<file path="src/rtl/nano6502_pkg.sv">
// Definitions shared by the nano6502 UART transmitter and receiver.
// Both sides use the same default baud divisor so they interoperate in loopback.
package nano6502_pkg;

    typedef enum logic [1:0] {
        UART_IDLE  = 2'd0,
        UART_START = 2'd1,
        UART_DATA  = 2'd2,
        UART_STOP  = 2'd3
    } uart_state_e;

    localparam int UART_CLKS_PER_BIT = 234;

endpackage

</file>
<file path="src/rtl/sync_fifo.sv">
// Single-clock FIFO with registered occupancy count.
// Full/empty come from the registered count, so a push and a pop never see the same-cycle entry.
module sync_fifo #(
    parameter int WIDTH = 8,
    parameter int DEPTH = 16,
    localparam int AW   = $clog2(DEPTH)
) (
    input  logic             clk_i,
    input  logic             rst_i,
    input  logic             push_i,
    input  logic             pop_i,
    input  logic [WIDTH-1:0] data_i,
    output logic [WIDTH-1:0] data_o,
    output logic             full_o,
    output logic             empty_o,
    output logic [AW:0]      count_o
);

    logic [WIDTH-1:0] mem_q [DEPTH];
    logic [AW-1:0]    wr_ptr_q, wr_ptr_d;
    logic [AW-1:0]    rd_ptr_q, rd_ptr_d;
    logic [AW:0]      count_q, count_d;
    logic             do_push;
    logic             do_pop;

    assign full_o  = (count_q == (AW+1)'(DEPTH));
    assign empty_o = (count_q == '0);
    assign count_o = count_q;
    assign data_o  = mem_q[rd_ptr_q];

    assign do_push = push_i && !full_o;
    assign do_pop  = pop_i && !empty_o;

    // Pointers are exactly AW bits wide, so they wrap modulo DEPTH on their own.
    always_comb begin
        wr_ptr_d = wr_ptr_q;
        rd_ptr_d = rd_ptr_q;
        count_d  = count_q;
        if (do_push) wr_ptr_d = wr_ptr_q + 1'b1;
        if (do_pop)  rd_ptr_d = rd_ptr_q + 1'b1;
        case ({do_push, do_pop})
            2'b10:   count_d = count_q + 1'b1;
            2'b01:   count_d = count_q - 1'b1;
            default: count_d = count_q;
        endcase
    end

    always_ff @(posedge clk_i or posedge rst_i) begin
        if (rst_i) begin
            wr_ptr_q <= '0;
            rd_ptr_q <= '0;
            count_q  <= '0;
        end else begin
            wr_ptr_q <= wr_ptr_d;
            rd_ptr_q <= rd_ptr_d;
            count_q  <= count_d;
        end
    end

    always_ff @(posedge clk_i) begin
        if (do_push) mem_q[wr_ptr_q] <= data_i;
    end

endmodule

</file>
<file path="src/rtl/uart_tx.sv">
// 8N1 UART transmitter fed by a byte FIFO.
// The serial output is registered from the current state, so the line lags the FSM by one cycle.
module uart_tx
    import nano6502_pkg::*;
#(
    parameter int CLKS_PER_BIT = UART_CLKS_PER_BIT,
    parameter int FIFO_DEPTH   = 16,
    localparam int CNTW        = $clog2(FIFO_DEPTH) + 1
) (
    input  logic            clk_i,
    input  logic            rst_i,
    input  logic [7:0]      data_i,
    input  logic            valid_i,
    output logic            ready_o,
    output logic            uart_tx_o,
    output logic            busy_o,
    output logic [CNTW-1:0] fifo_count_o
);

    localparam int            BW        = $clog2(CLKS_PER_BIT);
    localparam logic [BW-1:0] BAUD_LAST = BW'(CLKS_PER_BIT - 1);

    uart_state_e   state_q, state_d;
    logic [BW-1:0] baud_q, baud_d;
    logic [2:0]    idx_q, idx_d;
    logic [7:0]    shift_q, shift_d;
    logic          tx_q, tx_d;
    logic          tail_q;
    logic          bit_end;
    logic          fifo_pop;
    logic          fifo_full;
    logic          fifo_empty;
    logic [7:0]    fifo_data;

    sync_fifo #(
        .WIDTH (8),
        .DEPTH (FIFO_DEPTH)
    ) u_fifo (
        .clk_i   (clk_i),
        .rst_i   (rst_i),
        .push_i  (valid_i),
        .pop_i   (fifo_pop),
        .data_i  (data_i),
        .data_o  (fifo_data),
        .full_o  (fifo_full),
        .empty_o (fifo_empty),
        .count_o (fifo_count_o)
    );

    assign ready_o   = !fifo_full;
    assign uart_tx_o = tx_q;
    // tail_q keeps busy high until the registered stop bit has fully left the line.
    assign busy_o    = (state_q != UART_IDLE) || (fifo_count_o != '0) || tail_q;
    assign bit_end   = (baud_q == BAUD_LAST);

    always_comb begin
        state_d  = state_q;
        baud_d   = baud_q;
        idx_d    = idx_q;
        shift_d  = shift_q;
        tx_d     = 1'b1;
        fifo_pop = 1'b0;
        case (state_q)
            UART_IDLE: begin
                tx_d = 1'b1;
                if (!fifo_empty) begin
                    fifo_pop = 1'b1;
                    shift_d  = fifo_data;
                    baud_d   = '0;
                    state_d  = UART_START;
                end
            end
            UART_START: begin
                tx_d = 1'b0;
                if (bit_end) begin
                    baud_d  = '0;
                    idx_d   = 3'd0;
                    state_d = UART_DATA;
                end else begin
                    baud_d = baud_q + 1'b1;
                end
            end
            UART_DATA: begin
                tx_d = shift_q[idx_q];
                if (bit_end) begin
                    baud_d = '0;
                    if (idx_q == 3'd7) state_d = UART_STOP;
                    else               idx_d   = idx_q + 1'b1;
                end else begin
                    baud_d = baud_q + 1'b1;
                end
            end
            UART_STOP: begin
                tx_d = 1'b1;
                if (bit_end) begin
                    baud_d = '0;
                    // Chain straight into the next start bit when more bytes are queued.
                    if (!fifo_empty) begin
                        fifo_pop = 1'b1;
                        shift_d  = fifo_data;
                        state_d  = UART_START;
                    end else begin
                        state_d = UART_IDLE;
                    end
                end else begin
                    baud_d = baud_q + 1'b1;
                end
            end
            default: state_d = UART_IDLE;
        endcase
    end

    always_ff @(posedge clk_i or posedge rst_i) begin
        if (rst_i) begin
            state_q <= UART_IDLE;
            baud_q  <= '0;
            idx_q   <= 3'd0;
            shift_q <= 8'h00;
            tx_q    <= 1'b1;
            tail_q  <= 1'b0;
        end else begin
            state_q <= state_d;
            baud_q  <= baud_d;
            idx_q   <= idx_d;
            shift_q <= shift_d;
            tx_q    <= tx_d;
            tail_q  <= (state_q != UART_IDLE);
        end
    end

endmodule

</file>
<file path="config.mk">
export PLATFORM = sky130hd
export DESIGN_NAME = uart_tx
export DESIGN_NICKNAME = d
export VERILOG_FILES = /design/src/rtl/nano6502_pkg.sv /design/src/rtl/sync_fifo.sv /design/src/rtl/uart_tx.sv
export SDC_FILE = /design/constraint.sdc
export NUM_CORES = 1
export LEC_CHECK = 0
export ABC_AREA = 1
export BUFFER_PORTS_ARGS = -buffer_cell sky130_fd_sc_hd__buf_2
export CORE_ASPECT_RATIO = 0.6
export CORE_UTILIZATION = 60
export CTS_CLUSTER_SIZE = 25
export DETAILED_ROUTE_END_ITERATION = 12
export PLACE_DENSITY = 0.81
export SLEW_MARGIN = 20
export SYNTH_ARGS = -nofsm -noshare
export SYNTH_HDL_FRONTEND = slang
export SYNTH_SLANG_ARGS = --single-unit
</file>
<file path="constraint.sdc">
create_clock -name clk_i -period 3.5 [get_ports clk_i]
set_input_delay 0.7 -clock clk_i [delete_from_list [all_inputs] [get_ports clk_i]]
set_output_delay 0.7 -clock clk_i [all_outputs]
set_load 0.005 [all_outputs]
</file>
==> Yosys cells after proc, flatten, opt, wreduce, memory -nomap -nowiden <==
Memories as Yosys holds them, arrays and structs flattened.
Index checks and enable logic that the tools add are counted.
{ "op_classes": {"n_reduce_logical": 18, "n_eq_ne": 14, "magnitude_cmp": 1, "shift": 0, "addsub": 6, "n_mux": 26, "div_mod_pow": 0, "n_mul": 0, "bitwise_logic": 0} }
{ "op_table": {"columns": ["op", "count"], "rows": [
  ["2-to-1 mux 8 bit", 4],
  ["one-hot mux 8 bit (2 select lines)", 2],
  ["!= test 2 bit, second input constant", 6],
  ["2-to-1 mux 2 bit", 5],
  ["one-hot mux 5 bit (2 select lines)", 1],
  ["2-to-1 mux 3 bit", 3],
  ["adder 4 x 1 -> 4 bit, second input constant", 2],
  ["adder 8 x 1 -> 8 bit, second input constant", 1],
  ["equality test 8 bit, second input constant", 1],
  ["one-hot mux 2 bit (4 select lines)", 1],
  ["nonzero test 2 bit", 4],
  ["equality test 2 bit, second input constant", 3],
  ["2-to-1 mux 1 bit", 6],
  ["one-hot mux 3 bit (2 select lines)", 1],
  ["adder 5 x 1 -> 5 bit, second input constant", 1],
  ["equality test 5 bit, second input constant", 1],
  ["logical NOT 5 bit", 1],
  ["AND reduction 5 bit", 1],
  ["nonzero test 5 bit", 1],
  ["subtractor 5 x 1 -> 5 bit, second input constant", 1],
  ["equality test 2 x 1 -> 1 bit, second input constant", 2],
  ["less-than comparator 3 x 4 -> 1 bit, second input constant", 1],
  ["AND reduction 4 bit", 1],
  ["adder 3 x 1 -> 3 bit, second input constant", 1],
  ["other kinds (11)", 14]
]} }
{ "totals": {"in_bits": 11, "mem_bits_rw": 128, "mem_bits_ro": 0, "ff_bits": 36, "n_memories": 1, "output_inout_bits": 8, "latchBits": 0} }
{ "mem_list": {"columns": ["name", "depth", "width", "rd", "rd_clocked_by_memory_dff", "wr", "line", "source"], "rows": [
  ["u_fifo.mem_q", 16, 8, 1, 0, 1, "sync_fifo.sv:19", "logic [WIDTH-1:0] mem_q [DEPTH];"]
]} }

==> Logic depth before layout (Yosys ltp) <==
{ "logic_depth": {"ltp_word": 7, "mapped_depth": 18, "depth_no_buf": 18} }

==> Modules after synthesis <==
Synthesis repeated with hierarchy kept, for this count alone.
{ "hier_totals": {"cells_unflattened": 777, "hier_area_um2": 7543.5} }
{ "modules_own_cells": {"columns": ["mod", "area_per_inst_um2", "n_inst", "cells_each"], "rows": [
  ["sync_fifo", 6236.0, 1, 623],
  ["uart_tx", 1307.5, 1, 154]
]} }

==> Worst setup path after synthesis <==
No wires, ideal clock.
{ "synth_timing": {"kind": "flip-flop to flip-flop", "startpoint": "reg state_q[0]", "endpoint": "reg u_fifo.count_q[4], in the netlist u_fifo.count_o[4]", "t_arrival_ps": 2325, "setup_ps": 117, "n_path_buf": 0, "path_stages_with_launch": 18, "path_slack_ps": 1059, "cell_sequence": "dfrtp_1 inv_1 ha_1 inv_1 nand2_1 inv_1 nand3_4 inv_1 ha_1 inv_1 fa_1 inv_1 nand2_1 nand2_1 a21oi_1 xor2_1 nand2_1 nand2_1"} }
{ "synth_between": {"elab_chain_cells": 5, "elab_cells_between_ends": 8} }
{ "synth_lines": {"columns": ["item", "line", "source"], "rows": [
  ["from (decl)", "uart_tx.sv:23", "uart_state_e state_q, state_d;"],
  ["from (signal assigned)", "uart_tx.sv:122", "state_q <= state_d;"],
  ["equality test 2 bit or logical NOT 2 bit (tied branches)", "uart_tx.sv:63", "case (state_q)"],
  ["one-hot mux 1 bit (2 select lines) (*)", "uart_tx.sv:63", null],
  ["logical AND 1 bit (*)", "sync_fifo.sv:32", "assign do_pop = pop_i && !empty_o;"],
  ["named net u_fifo.do_pop", "sync_fifo.sv:24", "logic do_pop;"],
  ["equality test 2 x 1 -> 1 bit or equality test 2 bit (tied branches)", "sync_fifo.sv:41", "case ({do_push, do_pop})"],
  ["one-hot mux 5 bit (2 select lines) or nonzero test 2 bit (tied branches)", null, null],
  ["to (signal assigned)", "sync_fifo.sv:56", "count_q <= count_d;"],
  ["to (decl)", "sync_fifo.sv:22", "logic [AW:0] count_q, count_d;"]
]} }
The timed path passes the listed nets; every way through them passes the cells marked *.
A chain may end at the register's enable or synchronous reset.

==> Worst setup path in the final report <==
Ends and elaborated chain as after synthesis.

==> impl_metrics.tcl <==
set metrics [dict create \
    place_hpwl_um 11000 \
    initialDrtViolationCount 583 \
    synth_common_cells "231 x nand2_1, 136 x inv_1, 128 x edfxtp_1, 108 x nand3_1, 35 x dfrtp_1" \
    crit_path_start "state_q[0]$_DFFE_PP0P_" \
    syn_avg_cell_area_um2 9.759 \
    synth_top_family_by_area "simple AND/OR/NAND/NOR gates" \
    tns_ns 0 \
    synth_top_area_share_pct 50.56 \
    synth_compound_area_share_pct 2.189 \
    regArea_mm2 0.004747 \
    drive_gt1_share_pct 9.878 \
    cts_root_buf "clkbuf_16" \
    rsz0062_at_grt "false" \
    yosysMostFrequentCell "nand2_1" \
    overflow 0 \
    max-vdd-ir-drop_mv 0.4006 \
    critPathMaxFanout 6 \
    syn_inst 779 \
    grt_max_degree 67 \
    setup_violations 0 \
    grt_pass1_vias 5338 \
    htree_levels 4 \
    slew_headroom_pct 36.63 \
    pre_cts_slack_ns 0.6846 \
    ff2ff_path_depth 17 \
    ys_async_sr_fraction_pct 21.95 \
    tightest_slew_ns 0.9470 \
    n_antenna_cell 0 \
    synth_area_leader_cell "edfxtp_1" \
    cts_resized 0 \
    fmax_mhz 340.9 \
    post-cts-setup-buffers 0 \
    layout_setup_ws_ns 0.5668 \
    via_per_inst 5.521 \
    fin_nets 837 \
    cts_tree "built" \
    vias 5438 \
    clock_path_buffers 2 \
    hold_viol_final 0 \
    clock-sinks 164 \
    dieArea_mm2 0.01314 \
    synth_edf_count 128 \
    initial_core_util_pct 62.22 \
    min_period_over_period_pct 83.81 \
    fin_worst_skew_ns 0.01164 \
    multi_input_area_mm2 0.002196 \
    synthesis.area_mm2 0.007602 \
    r2r-end "u_fifo.count_o[4]$_DFFE_PP0P_" \
    synthMuxAreaShare_pct 0 \
    max_cap_viol_count 0 \
    num_rows 31 \
    critPathCaptureType "flop" \
    die_w_um 147.3 \
    wl_um 17460 \
    port_buffers 18 \
    antenna_found_initial 0 \
    area_growth_pct 11.69 \
    path_cells "inv_1, ha_1, inv_1, nand2_1, inv_1, nand3_4, inv_1, ha_1, inv_1, fa_1, inv_1, nand2_1, nand2_1, a21oi_1, xor2_1, nand2_1, nand2_1" \
    ant_nets 0 \
    synth_nets 809 \
    post-route-drc-count 0 \
    cp_slowest_cell "dfrtp_1" \
    cts_made_buffers 17 \
    r2r-start "state_q[0]$_DFFE_PP0P_" \
    slowest_delay_ns 0.43 \
    critical_path.most_common_cell "inv_1" \
    die_h_um 89.19 \
    path_clk_slew_ns 0.07 \
    avgRoutedWirePerCell_um 17.72 \
    drv_slew 0 \
    p_leak_nw 3.800 \
    yosysUniqueCellTypes 33 \
    cp_data_required_time_ns 3.83 \
    n_fill_cell 882 \
    r2r_slack_ns 0.57 \
    clk_latency_ns 0.43 \
    crit_type "reg2reg" \
    cp_data_arrival_time_ns 3.26 \
    finalCoreUtilization_pct 69.49 \
    ys_ff_latch 164 \
    yosys.area_share.simple_pct 21.79 \
    dr.pass1.iters 5 \
    grtUsageTotal_pct 28.80 \
    synthTopCellsByArea "edfxtp_1 51%, dfrtp_1 12%, nand2_1 11%, nand3_1 7.1%, inv_1 6.7%" \
    startpoint_type "flop" \
    worstSetupEndpoint "u_fifo.count_o[4]$_DFFE_PP0P_" \
    synthXorXnorAreaFrac_pct 1.613 \
    grt_pass1_wl_um 27670 \
    core_mm2 0.01222 \
    powerDensity_mw_per_mm2 569.3 \
    synth_top_flop_cell "edfxtp_1" \
    holdBufCountCts 0 \
    routabilityCongestion 0.8919 \
    fin_crit_ns 2.933 \
    yosysSeqAreaShare_pct 62.43 \
    ioPinCount 19 \
    run_status "complete, no violations" \
    yosysWarningCount 0 \
    synth_fa_ha_area_share_pct 3.226 \
    worstHoldPathType "in2async" \
]
-- cell families after synthesis --
family          Yosys count
simple gates            386
buf+inv                 167
flops                   164
compound gates           29
fa+ha+maj                19
xor+xnor                 14
-- flip-flops by register name (all words and copies together), names as in the netlist --
| register | flops |
|---|---|
| u_fifo.wr_ptr_q | 4 |
| u_fifo.rd_ptr_q | 4 |
| u_fifo.mem_q | 128 |
| tail_q | 1 |
| uart_tx_o | 1 |
| idx_q | 3 |
| state_q | 2 |
| baud_q | 8 |
| shift_q | 8 |
| u_fifo.count_o | 5 |
-- critical path: cells and delay by family (launching register included) --
family | cells | cell delay (ns)
flip-flops | 1 | 0.43
XOR/XNOR | 1 | 0.14
AND/OR/NAND/NOR | 6 | 0.50
AO/OA/AOI/OAI | 1 | 0.07
buffers and inverters | 6 | 0.64
adder cells (fa/ha/maj) | 3 | 1.04
-- power breakdown --
part | internal [mW] | switching, mW | leakage (nW) | total, mW
registers | 2.30 | 0.0858 | 1.59 | 2.38
clock network | 1.12 | 0.770 | 0.286 | 1.89
logic | 0.176 | 0.384 | 1.92 | 0.560
-- metal layers --
metal	up-vias	GRT usage, %	wire (um)
met3	32	7.143	1540
met5	-	0	0
li1	2562	-	-
met2	248	44.43	7996
met1	2596	40.47	7614
met4	0	10.31	306
-- layout by cell type, fill, tap and decap left out, types with 5 or more instances in the layout --
master and instances:
clkbuf_16 17, edfxtp_1 128, xor2_1 10, o22ai_1 5, dfrtp_1 34, buf_4 17, buf_2 18, nor2_1 20
inv_1 136, nor3_1 12, nand3_1 108, o21ai_0 17, nand2_1 231, ha_1 18
-- metrics by stage --
stage	instance area [um^2]	instances	total power [mW]	hold WS, ns
2_1_floorplan	7602	779	2.742	0.4414
3_3_place_gp	7899	953	2.921	0.4684
3_5_place_dp	7899	953	2.966	0.4637
4_1_cts	8491	985	4.833	0.3695
5_1_grt	8491	985	5.011	0.4072
6_report	8491	985	4.834	0.3424
-- how the worst min path moves through the flow --
stage	to	cells past startpoint
finish	u_fifo.rd_ptr_q[3]$_DFFE_PP0P_	2
global route	u_fifo.count_o[3]$_DFFE_PP0P_	2
CTS	u_fifo.count_o[2]$_DFFE_PP0P_	2
detailed placement	shift_q[5]$_DFFE_PP0P_	2
global placement	shift_q[5]$_DFFE_PP0P_	2
floorplan	shift_q[1]$_DFFE_PP0P_	2
-- cell type report --
class,instances,area share (%)
flip-flops and latches,164,55.91
multi-input cells,448,25.86
inverters,141,6.263
clock buffers,19,5.099
repair buffers,35,2.564
well taps,165,2.431
clock inverters,13,1.871
Power figures use the tool's default switching activity.
